**src/rtl/spi_slave_param.sv**
```systemverilog
// spi_slave_param: full-duplex SPI slave that oversamples the pins on clk.
// The word width, CPOL/CPHA mode and bit order are set by parameters.
// Back-to-back words are allowed inside one ss_n frame.
//
// Ports:
//   clk, rst_n         system clock, synchronous active-low reset
//   ss_n, sck, mosi    SPI pins, asynchronous to clk
//   miso               slave data out, 0 while not selected
//   rx_data/rx_valid   last received word, with a one-cycle pulse on update
//   tx_data/tx_valid   next word to send; accepted when tx_ready is high
//   tx_ready           the one-entry holding register is empty
//   busy               a frame is active
//   frame_err          pulse: ss_n rose in the middle of a word
//   tx_underrun        pulse: a word load found the holding register empty
module spi_slave_param #(
  parameter int DATA_W    = 8,
  parameter int CPOL      = 0,
  parameter int CPHA      = 0,
  parameter int LSB_FIRST = 0
) (
  input  logic              clk,
  input  logic              rst_n,
  input  logic              ss_n,
  input  logic              sck,
  input  logic              mosi,
  output logic              miso,
  output logic [DATA_W-1:0] rx_data,
  output logic              rx_valid,
  input  logic [DATA_W-1:0] tx_data,
  input  logic              tx_valid,
  output logic              tx_ready,
  output logic              busy,
  output logic              frame_err,
  output logic              tx_underrun
);
  localparam int CNT_W = $clog2(DATA_W) + 1;

  typedef enum logic [1:0] {IDLE, LOAD, XFER} state_t;
  state_t state, state_nxt;

  // [1] is the synced level and [2] is the previous level.
  // mosi has the same depth, so the bit used at an sck edge was set up
  // well before that edge reached the pin.
  logic [2:0]        ss_s, sck_s, mosi_s;
  logic [CNT_W-1:0]  cnt;
  logic [DATA_W-1:0] rx_sr, tx_sr, hold, rx_next;
  logic              hold_full;
  // Set at a word boundary. The next shift edge then does the deferred
  // load (CPHA=0) or is skipped (CPHA=1), and the flag clears.
  logic              hold_edge;

  logic ss_hi, ss_fall, sck_lead, sck_trail, sample_edge, shift_edge;
  logic last_bit, accept;
  logic do_load, do_shift, do_sample, set_hold, clr_hold, abort;

  assign ss_hi       = ss_s[1];
  assign ss_fall     = ~ss_s[1] & ss_s[2];
  assign sck_lead    = (sck_s[1] != 1'(CPOL)) && (sck_s[2] == 1'(CPOL));
  assign sck_trail   = (sck_s[1] == 1'(CPOL)) && (sck_s[2] != 1'(CPOL));
  assign sample_edge = (CPHA == 0) ? sck_lead  : sck_trail;
  assign shift_edge  = (CPHA == 0) ? sck_trail : sck_lead;
  assign last_bit    = (cnt == CNT_W'(DATA_W - 1));
  assign rx_next     = (LSB_FIRST != 0) ? {mosi_s[2], rx_sr[DATA_W-1:1]}
                                        : {rx_sr[DATA_W-2:0], mosi_s[2]};
  assign accept      = tx_valid & ~hold_full;

  assign tx_ready = ~hold_full;
  assign busy     = (state != IDLE);
  assign miso     = (state == XFER) &
                    ((LSB_FIRST != 0) ? tx_sr[0] : tx_sr[DATA_W-1]);

  always_ff @(posedge clk) begin
    if (!rst_n) state <= IDLE;
    else        state <= state_nxt;
  end

  // A high ss_n is checked before any sck edge, so a rising ss_n wins
  // when both happen in the same cycle.
  always_comb begin
    state_nxt = state;
    do_load   = 1'b0;
    do_shift  = 1'b0;
    do_sample = 1'b0;
    set_hold  = 1'b0;
    clr_hold  = 1'b0;
    abort     = 1'b0;
    unique case (state)
      IDLE: if (ss_fall) state_nxt = LOAD;
      LOAD: begin
        if (ss_hi) state_nxt = IDLE;
        else begin
          do_load   = 1'b1;
          set_hold  = (CPHA != 0);
          state_nxt = XFER;
        end
      end
      XFER: begin
        if (ss_hi) begin
          state_nxt = IDLE;
          abort     = (cnt != '0);
        end else if (sample_edge) begin
          do_sample = 1'b1;
          if (last_bit) begin
            set_hold = 1'b1;
            if (CPHA != 0) do_load = 1'b1;
          end
        end else if (shift_edge) begin
          clr_hold = 1'b1;
          if (!hold_edge)     do_shift = 1'b1;
          else if (CPHA == 0) do_load  = 1'b1;
        end
      end
      default: state_nxt = IDLE;
    endcase
  end

  always_ff @(posedge clk) begin
    if (!rst_n) begin
      ss_s        <= '0;
      sck_s       <= '0;
      mosi_s      <= '0;
      cnt         <= '0;
      rx_sr       <= '0;
      tx_sr       <= '0;
      hold        <= '0;
      hold_full   <= 1'b0;
      hold_edge   <= 1'b0;
      rx_data     <= '0;
      rx_valid    <= 1'b0;
      frame_err   <= 1'b0;
      tx_underrun <= 1'b0;
    end else begin
      ss_s        <= {ss_s[1:0], ss_n};
      sck_s       <= {sck_s[1:0], sck};
      mosi_s      <= {mosi_s[1:0], mosi};
      rx_valid    <= 1'b0;
      frame_err   <= abort;
      tx_underrun <= 1'b0;

      // A partial word is dropped on abort. rx_data only changes when a
      // word completes.
      if (state == IDLE || abort) begin
        cnt <= '0;
      end else if (do_sample) begin
        rx_sr <= rx_next;
        if (last_bit) begin
          rx_data  <= rx_next;
          rx_valid <= 1'b1;
          cnt      <= '0;
        end else begin
          cnt <= cnt + CNT_W'(1);
        end
      end

      if (state_nxt == IDLE) hold_edge <= 1'b0;
      else if (set_hold)     hold_edge <= 1'b1;
      else if (clr_hold)     hold_edge <= 1'b0;

      if (do_load) begin
        if (hold_full) tx_sr <= hold;
        else begin
          tx_sr       <= '0;
          tx_underrun <= 1'b1;
        end
      end else if (do_shift) begin
        tx_sr <= (LSB_FIRST != 0) ? (tx_sr >> 1) : (tx_sr << 1);
      end

      // A load in the same cycle as an accept has already read the old
      // (empty) contents, so the new word stays held.
      if (accept) begin
        hold      <= tx_data;
        hold_full <= 1'b1;
      end else if (do_load) begin
        hold_full <= 1'b0;
      end
    end
  end
endmodule

```
**config.mk**
```make
export PLATFORM = sky130hd
export DESIGN_NAME = spi_slave_param
export DESIGN_NICKNAME = d
export VERILOG_FILES = /design/src/rtl/spi_slave_param.sv
export SDC_FILE = /design/constraint.sdc
export NUM_CORES = 1
export LEC_CHECK = 0
export CAP_MARGIN = 20
export CORE_AREA = 8 8 85 87
export CTS_CLUSTER_DIAMETER = 60
export DETAILED_ROUTE_END_ITERATION = 7
export DIE_AREA = 0 0 93 95
export MAX_ROUTING_LAYER = met4
export PLACE_DENSITY = 0.61
export SLEW_MARGIN = 10
export SYNTH_ARGS = -nofsm -noshare
export SYNTH_HDL_FRONTEND = slang
export SYNTH_SLANG_ARGS = --single-unit
```
**constraint.sdc**
```tcl
create_clock -name clk -period 3.5 [get_ports clk]
set_input_delay 0.7 -clock clk [delete_from_list [all_inputs] [get_ports clk]]
set_output_delay 0.7 -clock clk [all_outputs]
set_load 0.05 [all_outputs]
```
==> impl_results.md <==
- Status: completed
- Initial antenna violation count: 0
- Max-cap viol count: 0
- Clock power frac: 39.2%
- Top cell type's share of synthesized area: 50.7%
- GPL Wtd Cong: 0.795
- Initial core utilization: 34.6%
- DR WL/cell: 12.2 um
- Reg-to-reg endpoint: rx_data[3]
- Layout Skew: 0.00712 ns
- DRT Wirelength: 3740 um
- Sw frac: 21.6%
- Worst hold path type: reg2reg
- First-pass GRT wire length: 6440 um
- Crit end category: output port
- Unrepaired setup endpoints after global routing: no
- Worst-path clk slew: 0.09 ns
- Hold path endpoint: sck_s[1]
- FILL cells: 606
- Routed vias: 1401
- Synth top cells by count: dfxtp_1, nand2_1, mux2i_1
- Die ar.: 8840 um^2
- Core Box Area: 5820 um^2
- Critical Path AT: 2.04 ns
- Hold Violations, Final: 0
- Resized Gates After CTS: 0
- CP Buf/Inv Count: 2
- P_leak: 0.873 nW
- Comb power frac: 5.9%
- # DRC: 0
- Multi-input logic area: 937 um^2
- FF-to-FF Start: state[0]
- Worst skew pair latency: 0.30 ns
- Post-synthesis async set-or-reset flop share: 0%
- Hold_sp: sck_s[0]
- TNS Setup: 0 ns
- Slowest cell on the critical path: clkdlybuf4s50_1
- Vias per cell: 4.56
- Total power: 1.09 mW
- EDFF count, synth: 0
- Setup CP Type: reg2out
- H-tree depth: 2
- Fmax: 364 MHz
- Power Density: 439 nW/um^2
- Worst Path Required: 2.80 ns
- Final Net Count: 251
- Post-cts hold buffer count: 0
- Clock Sinks: 51
- Gr ovfl total: 0
- Largest net degree at the start of global routing: 19
- Hold WS: 0.440 ns
- Warnings, synthesis: 0
- Final Cycle Share: 78.4%
- Area grow syn2layout: 23.5%
- Layout cells sized above 1: 8.19%
- 1st-pass router iterations: 4
- 1st-iter DRT viols: 71
- Max-slew headroom: 61.0%
- Critical Path Max Stage Delay: 0.79 ns
- Worst slew pin tran: 0.584 ns
- # IOs: 28
- Yosys top cell by area: dfxtp_1
- Vias in the first global route: 1347
- Max-slew violations: 0
- TritonCTS clock tree: yes
- Most frequent cell after synthesis: dfxtp_1
- Design Area, Final: 2490 um^2
- Worst reg2reg path depth: 6
- Cell count after placement: 299
- Synthesized instance count: 201
- Setup bufs post-CTS: 0
- Row cnt: 28
- Register area: 1020 um^2
- Final cell count without fillers: 307
- Clk root buf: clkbuf_8
- Worst hold stages: 1
- Die Ht: 95 um
- Int Pwr: 0.856 mW
- Synth area leaders: dfxtp_1, mux2i_1, nand2_1
- HPWL after DPL: 2830 um
- Longest Clk Path Bufs: 2
- Register bit total from synthesis: 51
- Chip Width: 93 um
- # diodes: 0
- Top_reg_cell synth: dfxtp_1
- CP startpoint kind: flop
- Syn avg cell area: 10.0 um^2
- Final Setup Violations: 0
- CP Cell Sequence: inv_1 -> ha_1 -> and2_1 -> clkdlybuf4s50_1
- Sequential-to-total area share from yosys stat: 50.7%
- Peak supply drop: 0.173 mV
- CTS Buf Count: 5
- Tmin final: 2.74 ns
- Port buffer count: 27
- FF-to-FF setup slack: 1.60 ns
- Unique masters post-synth: 35
- Critical-path maximum fanout: 7
- Cell area after synthesis: 2010 um^2
- Worst path top cell family by delay: buffers and inverters
- Gr usage total: 9.32%
- Final ANT Viol Nets: 0
- P_sw: 0.236 mW
- Post-Syn Nets: 221
- Sequential share of power: 54.9%
- Placed inst area: 2370 um^2
## worst max-delay path by stage
stage,endpoint,startpoint,cells after the start
finish,miso,state[0],4
global route,miso,state[0],4
CTS,miso,state[0],4
detailed placement,miso,state[0],4
global placement,tx_sr[0],rst_n,4
floorplan,miso,state[0],3
## worst reg2reg max path, cell delays in order (launching register included)
cell,delay [ns]
dfxtp_1,0.36
inv_1,0.09
ha_1,0.33
nand4bb_4,0.20
nor3_4,0.50
mux2i_1,0.25
nor2_1,0.05
## power by group through the flow
stage,Combinational (mW),Clock (mW),Sequential [mW]
after floorplan,0.0393,0,0.611
after global placement,0.0653,0,0.613
after detailed placement,0.0655,0,0.613
after CTS,0.0659,0.444,0.600
after global routing,0.0717,0.467,0.602
final,0.0649,0.428,0.600
## sequential cells by signal, indices dropped and copies added (netlist names)
register	flops
hold_full	1
rx_valid	1
frame_err	1
rx_sr	7
hold_edge	1
hold	8
tx_underrun	1
tx_sr	8
ss_s	3
cnt	4
rx_data	8
state	2
sck_s	3
mosi_s	3
## area by class of cell
class / count / share of cell area, %
repair buffers: 29 / 11.5
well taps: 75 / 3.77
clock buffers: 6 / 3.32
flip-flops and latches: 51 / 41.0
inverters: 8 / 1.21
clock inverters: 2 / 1.56
multi-input cells: 136 / 37.7
## per-layer routing
| metal | GRT usage, % | wire [um] | up-vias | share of wire (%) |
|---|---|---|---|---|
| li1 | - | - | 747 | - |
| met1 | 11.6 | 1870 | 627 | 50 |
| met2 | 13.5 | 1670 | 22 | 45 |
| met3 | 2.70 | 141 | 5 | 3.8 |
| met4 | 4.43 | 65 | 0 | 1.7 |
| met5 | - | 0 | - | 0 |
## through the flow
step           utilization [%]  setup WS (ns)
6_report                  42.8          0.756
3_5_place_dp              40.7           1.07
2_1_floorplan                -           1.67
3_3_place_gp              40.7           1.08
4_1_cts                   42.8          0.729
5_1_grt                   42.8          0.641
## placed cells by master, fill, tap and decap left out, types with 2 or more instances in the layout
cell and n:
nand2_1 25, o21ai_0 3, nand2b_1 2, clkbuf_8 6, nor2_1 19, mux2i_1 23, inv_1 8, buf_4 2
dfxtp_1 51, a21oi_1 14, nor3_1 2, nor2b_1 4, and2_1 11, o2bb2ai_1 7, ha_1 6, clkdlybuf4s50_1 27
## cells by family (layout without fill, tap and decap cells)
kind of cell / Yosys count / after routing / share of synthesized area (%)
xor+xnor: 1 / 1 / 0.435
buf+inv: 14 / 45 / 2.80
fa+ha+maj: 6 / 6 / 3.73
simple gates: 76 / 76 / 20.9
compound gates: 30 / 30 / 10.1
flops: 51 / 51 / 50.7
mux: 23 / 23 / 11.4
(Power assumes the default switching activity.)
